--- config.mk ---
export PLATFORM = sky130hd
export DESIGN_NAME = brake_heart_guard
export DESIGN_NICKNAME = d
export VERILOG_FILES = /design/src/rtl/brake_heart_guard.sv
export SDC_FILE = /design/constraint.sdc
export NUM_CORES = 1
export LEC_CHECK = 0
export ABC_AREA = 1
export CAP_MARGIN = 20
export CORE_UTILIZATION = 23
export CTS_BUF_LIST = sky130_fd_sc_hd__clkbuf_4 sky130_fd_sc_hd__clkbuf_8 sky130_fd_sc_hd__clkbuf_16
export CTS_CLUSTER_DIAMETER = 100
export CTS_CLUSTER_SIZE = 28
export DETAILED_ROUTE_END_ITERATION = 8
export PLACE_DENSITY = 0.49
export SLEW_MARGIN = 20
export SYNTH_ARGS = -nofsm -noshare
export SYNTH_HDL_FRONTEND = slang
export SYNTH_SLANG_ARGS = --single-unit
--- constraint.sdc ---
create_clock -name clk -period 2.8 [get_ports clk]
set_clock_uncertainty 0.05 [all_clocks]
set_input_delay 0.28 -clock clk [delete_from_list [all_inputs] [get_ports clk]]
set_output_delay 0.28 -clock clk [all_outputs]
set_load 0.05 [all_outputs]
--- src/rtl/brake_heart_guard.sv ---
// Brake heartbeat watchdog with fault latch and glitch-free brake PWM.
// A missed heartbeat forces full braking until a new heartbeat or disable.
module brake_heart_guard #(
  parameter int unsigned MS_DIV  = 50000,
  parameter int unsigned PWM_DIV = 50,
  parameter int unsigned U_DLY   = 1
) (
  input  logic        clk,
  input  logic        rst_n,
  input  logic        brake_heart_pulse,
  input  logic [7:0]  brake_heart_timeout,
  input  logic        brake_heart_enable,
  input  logic [15:0] brake_ratio,
  output logic        brake_pwm,
  output logic        brake_fault,
  output logic        brake_fault_int,
  output logic [1:0]  brake_state
);

  localparam int PW = (MS_DIV > 1) ? $clog2(MS_DIV) : 1;
  localparam int DW = (PWM_DIV > 1) ? $clog2(PWM_DIV) : 1;
  // U_DLY only matters to behavioural models; it has no hardware effect.
  localparam logic [9:0] STEP_MAX = 10'(999 + U_DLY * 0);

  typedef enum logic [1:0] {
    IDLE  = 2'b00,
    RUN   = 2'b01,
    FAULT = 2'b10
  } state_t;

  state_t state, state_nxt;

  logic [PW-1:0] pre_q, pre_d;
  logic [17:0]   ms_q, ms_d;
  logic [7:0]    to_eff;
  logic [17:0]   limit;

  logic [DW-1:0] div_q;
  logic          tick;
  logic [9:0]    step_q;
  logic [9:0]    duty_q;
  logic [9:0]    ratio_c;
  logic          pwm_q;
  logic          fault_q;
  logic          int_q;

  assign to_eff  = (brake_heart_timeout == 8'd0) ? 8'd1
                                                 : brake_heart_timeout;
  assign limit   = 18'(to_eff) * 18'd1000;
  assign ratio_c = (brake_ratio > 16'd1000) ? 10'd1000
                                            : brake_ratio[9:0];
  assign tick    = (div_q == DW'(PWM_DIV - 1));

  always_comb begin
    state_nxt = state;
    unique case (state)
      IDLE: begin
        if (brake_heart_enable) state_nxt = RUN;
      end
      RUN: begin
        if (!brake_heart_enable)
          state_nxt = IDLE;
        else if (!brake_heart_pulse && ms_q >= limit)
          state_nxt = FAULT;
      end
      FAULT: begin
        if (!brake_heart_enable)
          state_nxt = IDLE;
        else if (brake_heart_pulse)
          state_nxt = RUN;
      end
      default: state_nxt = IDLE;
    endcase
  end

  // Counting already starts on the IDLE->RUN edge; a pulse restarts at zero.
  always_comb begin
    pre_d = '0;
    ms_d  = '0;
    if (state_nxt == RUN && !brake_heart_pulse) begin
      if (pre_q == PW'(MS_DIV - 1)) begin
        pre_d = '0;
        ms_d  = ms_q + 18'd1;
      end else begin
        pre_d = pre_q + 1'b1;
        ms_d  = ms_q;
      end
    end
  end

  always_ff @(posedge clk or negedge rst_n) begin
    if (!rst_n) begin
      state   <= IDLE;
      pre_q   <= '0;
      ms_q    <= '0;
      fault_q <= 1'b0;
      int_q   <= 1'b0;
    end else begin
      state   <= state_nxt;
      pre_q   <= pre_d;
      ms_q    <= ms_d;
      fault_q <= (state_nxt == FAULT);
      int_q   <= (state_nxt == FAULT) && (state != FAULT);
    end
  end

  always_ff @(posedge clk or negedge rst_n) begin
    if (!rst_n) begin
      div_q  <= '0;
      step_q <= '0;
      duty_q <= '0;
      pwm_q  <= 1'b0;
    end else begin
      div_q <= tick ? '0 : div_q + 1'b1;
      if (tick) begin
        if (step_q == STEP_MAX) begin
          step_q <= '0;
          duty_q <= ratio_c;
        end else begin
          step_q <= step_q + 10'd1;
        end
      end
      pwm_q <= (state == FAULT) || (step_q < duty_q);
    end
  end

  assign brake_pwm       = pwm_q;
  assign brake_fault     = fault_q;
  assign brake_fault_int = int_q;
  assign brake_state     = state;

endmodule

==> results of run 1 <==
==> registers in the layout, summed over array words and instances (netlist names) <==
| register | cells |
|---|---|
| step_q | 10 |
| ms_q | 18 |
| duty_q | 10 |
| brake_fault | 1 |
| div_q | 6 |
| pre_q | 16 |
| brake_fault_int | 1 |
| brake_state | 2 |
| brake_pwm | 1 |
==> power breakdown <==
group / switching (mW) / internal (mW) / leakage (nW)
registers: 0.00529 / 0.945 / 0.835
clock network: 0.389 / 0.698 / 0.146
logic: 1.11 / 1.16 / 2.51
==> metrics by stage <==
| step | std cells | total power, mW | hold WS, ns |
|---|---|---|---|
| finish | 1064 | 4.308 | 0.4354 |
| global route | 1064 | 4.666 | 0.4689 |
| CTS | 1061 | 4.183 | 0.4428 |
| detailed placement | 1031 | 2.887 | 0.2790 |
| global placement | 1031 | 2.873 | 0.2811 |
| floorplan | 661 | 2.146 | -0.06559 |
==> cell families after synthesis <==
kind of cell	synth area share
XOR/XNOR	0.05323
AND/OR/NAND/NOR	0.2384
adder cells (fa/ha/maj)	0.2324
AO/OA/AOI/OAI	0.07201
buffers and inverters	0.09506
flip-flops	0.3089
==> worst min-delay path: stages (launching register included) <==
cell	delay, ns
dfrtp_1	0.34
nand2_1	0.05
o21ai_0	0.06
==> layer usage <==
metal  global-route usage  vias up  part of all wire
li1                     -     2371                 -
met1               0.1405     2043              0.47
met2               0.1979       57              0.50
met3              0.01276       10             0.021
met4              0.03175        0             0.013
met5                    0        -                 0
==> layout make-up <==
type                    count  area, sq um
repair buffers            115         1018
well taps                 280        350.3
multi-input cells         467         3527
flip-flops and latches     65         1627
fillers                  2341        14850
clock inverters             4        45.04
clock buffers              11        240.2
inverters                 122        506.7
==> cells in the mapped netlist, drive strengths merged (5+ instances only) <==
cell	instances
inv	121
o21ai	27
buf	5
nor3	25
nor2	69
nand3	40
ha	69
a21oi	31
or2	6
xor2	26
nor4	6
xnor2	6
dfrtp	65
fa	18
nand2	114
nand4	13
==> worst max path at each step <==
stage | slack (ns) | cells past startpoint | to | from
final | -2.33 | 33 | pre_q[3] | brake_heart_timeout[6]
after global routing | -2.68 | 36 | pre_q[9] | brake_heart_timeout[7]
after CTS | -2.65 | 40 | pre_q[3] | brake_heart_timeout[2]
after detailed placement | -3.29 | 36 | pre_q[2] | brake_heart_timeout[2]
after global placement | -3.23 | 34 | pre_q[11] | brake_heart_timeout[2]
after floorplan | -2.30 | 37 | pre_q[0] | brake_heart_timeout[2]
==> repair_timing <==
action | 4_1_cts | 5_1_grt
hold endpoints to repair | 65 | 0
cloned | 2 | 0
pin swaps | 27 | 26
resized for setup | 65 | 51
setup buffers | 12 | 5
hold buffers | 1 | 0
setup endpoints to repair | 38 | 38
==> metrics.txt, run 1 <==
vias in the first global route=4647; failing checks=setup timing; DRC violations left=0; DRT iter0 DRCs=126; WL final=11790 um; clock period minus worst slack=5.128 ns; R2R Setup Slk=0.68 ns; clk_lat worst skew=0.33 ns; R2R cell count=7; synth-to-layout area growth=38.93%; maximum vdd drop=274.2 uV; core area=22160 sq um; post-synth cell types=39; H-Tree Depth=3; DR vias/cell=4.211; Leak=3.493 nW; die area=23500 sq um; Num CTS Buffers=9; Synth area leaders=dfrtp_1 31%, ha_1 16%, inv_1 8.5%; syn avg cell area=7.965 sq um; TritonRoute pass-1 iters=4; Die X=153.3 um; clock slew at reported path FFs=0.05 ns; most common cell after layout, fill and taps aside=inv_1; proportion of layout cells with a drive suffix above 1=0.2500; crit-path max cell delay=0.51 ns; fraction of registers with async set/reset=1.000; Critical Setup Path Class=in2reg; CP top delay family=adder cells; # IOs=33; Syn Inst Count=661; WL/cell=11.08 um; root buf cell=clkbuf_16; final net count=895; ys flop type=dfrtp_1; setup violators final=38; gp weighted congestion=0.7760; Yosys reg bits=65; reg2reg end=duty_q[6]; number of synthesized flops with an enable pin=0; Final Util=0.3301; post-synthesis net count=776; headroom to the max-slew limit=0.6600; Clock Path Buffers=2; Arrival @ worst endpoint=5.33 ns; largest net degree at the start of global routing=66; Post-Route Setup TNS=-87.14 ns; Critical Path RT=3.00 ns; Vias=4481; dpl cell area=6563 sq um; number of buffers and inverters on the critical path=10; r2r startpoint=step_q[1]; Yosys warning total=0; Final period util=1.831; post-synthesis instance area=5265 sq um; GRT Residual Overflow=0; max_cap viols=0; Setup WS pre-CTS=-3.288 ns; outcome=complete, but fails checks; setup ws final=-2.328 ns; die height=153.3 um; # diodes=0; Initial Util=0.2376; final instance area=7315 sq um; CTS tree=yes; Final Hold Vio Count=0; P per Cell Area=589.0 nW/um^2; commonest cells after routing, fill and taps aside=106 x inv_1, 105 x nand2_1, 75 x buf_4; Worst-Margin Slew=0.5094 ns; CP max-delay cell=fa_1; RSZ-0062 raised after global routing=yes; # rows=54; initial antenna violation count=0; final slew viol count=0; global-route wire length before repair=21500 um; Routed Antenna Nets=0; # port buffers=32; sequential-to-total area share from yosys stat=0.3089; crit end category=flop; CP startpoint kind=primary input; Worst Hold Launch=duty_q[0]; Max Fclk=195.0 MHz; worst min path class=reg2reg; post-DP HPWL=9123 um; Yosys top cell area share=0.3089; Overall Global Routing Usage=0.1111; Yosys top cell by area=dfrtp_1; WHS Path Cells=2; CTS Sinks=65; end of the worst hold path=duty_q[0]; crit path max fanout=5
No activity file was read; power rests on OpenSTA's default activity.
==> run 2, diff against run 1 <==
==> constraint.sdc (replaced) <==
create_clock -name clk -period 4.8 [get_ports clk]
set_clock_uncertainty 0.05 [all_clocks]
set_input_delay 0.48 -clock clk [delete_from_list [all_inputs] [get_ports clk]]
set_output_delay 0.48 -clock clk [all_outputs]
set_load 0.05 [all_outputs]
==> metrics.txt, run 2 (synthesis results as in run 1) <==
outcome=complete, but fails checks; failing checks=setup timing; placed cell count=1028; Clock Path Buffers=2; most common cell after layout, fill and taps aside=inv_1; CP max-delay cell=fa_1; # IOs=33; Die X=153.3 um; # diodes=0; final net count=892; number of flip-flops under the largest register name=18; RSZ-0062 raised after global routing=yes; Final Hold Vio Count=0; Routed Antenna Nets=0; Arrival @ worst endpoint=5.58 ns; initial antenna violation count=0; crit end category=flop; crit-path max cell delay=0.50 ns; commonest cells after routing, fill and taps aside=104 x inv_1, 103 x nand2_1, 70 x buf_4; Vias=4524; Initial Util=0.2376; Biggest register=ms_q; DR vias/cell=4.260; vias in the first global route=4702; gp weighted congestion=0.7748; Critical Path RT=5.00 ns; synth-to-layout area growth=42.18%; Max Fclk=186.1 MHz; final slew viol count=0; proportion of layout cells with a drive suffix above 1=0.2711; crit path max fanout=7; CP startpoint kind=primary input; largest net degree at the start of global routing=66; P per Cell Area=349.0 nW/um^2; Worst-Margin Slew=0.8592 ns; WL final=11810 um; post-DP HPWL=8853 um; WL/cell=11.12 um; setup violators final=38; R2R cell count=6; TritonRoute pass-1 iters=4; die area=23500 sq um; Overall Global Routing Usage=0.1086; clock slew at reported path FFs=0.05 ns; max_cap viols=0; global-route wire length before repair=21170 um; core area=22160 sq um; CTS Sinks=65; setup ws final=-0.5736 ns; # rows=54; GRT Residual Overflow=0; Non-Filler Instances=1062; worst min path class=in2async; hold_ws=0.2769 ns; root buf cell=clkbuf_16; CTS tree=yes; H-Tree Depth=3; clk_lat worst skew=0.33 ns; Final period util=1.119; Num CTS Buffers=9; die height=153.3 um; Leak=3.504 nW; maximum vdd drop=156.0 uV; biggest regs=ms_q x18, pre_q x16; # port buffers=32; DRT iter0 DRCs=146; DRC violations left=0; Critical Setup Path Class=in2reg; clock period minus worst slack=5.374 ns; headroom to the max-slew limit=0.4272
-- run 2: cell types whose count changed in the layout (fill, tap and decap cells not counted), sizes merged --
cell         before  now
buf              89   87
clkinv            6    7
dlygate4sd3       1    0
-- run 2: through the flow --
stage          power [mW]  worst slack (ns)  utilization  cell area, sq um  setup TNS [ns]
6_report            2.613           -0.5736       0.3378              7486          -19.46
5_1_grt             2.838           -0.9395       0.3378              7486          -33.26
4_1_cts             2.510           -0.8329       0.3248              7197          -26.99
3_5_place_dp        1.665            -1.560       0.2951              6540          -57.02
3_3_place_gp        1.666            -1.550       0.2951              6540          -56.92
2_1_floorplan       1.252           -0.4989            -              5435          -16.20
-- run 2: path summary, 6_finish.rpt --
path	start	end	slack, ns
setup / recovery	brake_heart_timeout[7]	pre_q[4]	-0.57
hold / removal	rst_n	duty_q[7]	0.28
setup reg to reg	pre_q[0]	ms_q[4]	2.32
hold reg to reg	duty_q[0]	duty_q[0]	0.44
max in group asynchronous	rst_n	brake_state[1]	3.84
min in group clk	duty_q[0]	duty_q[0]	0.44
-- run 2: repair_timing --
| item | CTS | global route |
|---|---|---|
| resized for setup | 82 | 68 |
| pin swaps | 34 | 42 |
| setup endpoints to repair | 38 | 38 |
| cloned | 2 | 0 |
| hold buffers | 0 | 0 |
| buffers inserted | 12 | 7 |
-- run 2: area by class of cell --
cell class	count	area (sq um)
Clock buffer	11	252.7
Tap cell	280	350.3
Sequential cell	65	1627
Timing Repair Buffer	112	993.5
Clock inverter	5	53.80
Multi-Input combinational cell	467	3707
Inverter	122	501.7
Fill cell	2320	14680
-- run 2: power by group --
part,switching [mW],total (mW),leakage [nW],internal [mW]
Combinational,0.678,1.39,2.51,0.715
Clock,0.238,0.666,0.155,0.428
Sequential,0.00346,0.555,0.835,0.551
-- run 2: critical path: cells and delay by family --
kind / cells / cell delay, ns
buf+inv: 11 / 0.89
fa+ha+maj: 7 / 2.37
xor+xnor: 1 / 0.14
compound gates: 4 / 0.41
simple gates: 16 / 1.27
-- run 2: routing by layer --
layer | up-vias | routed length, um | track usage | part of all wire
met2 | 53 | 5885 | 0.1898 | 0.50
li1 | 2370 | - | - | -
met3 | 10 | 272 | 0.01559 | 0.023
met4 | 0 | 135 | 0.02453 | 0.011
met5 | - | 0 | 0 | 0
met1 | 2091 | 5518 | 0.1405 | 0.47
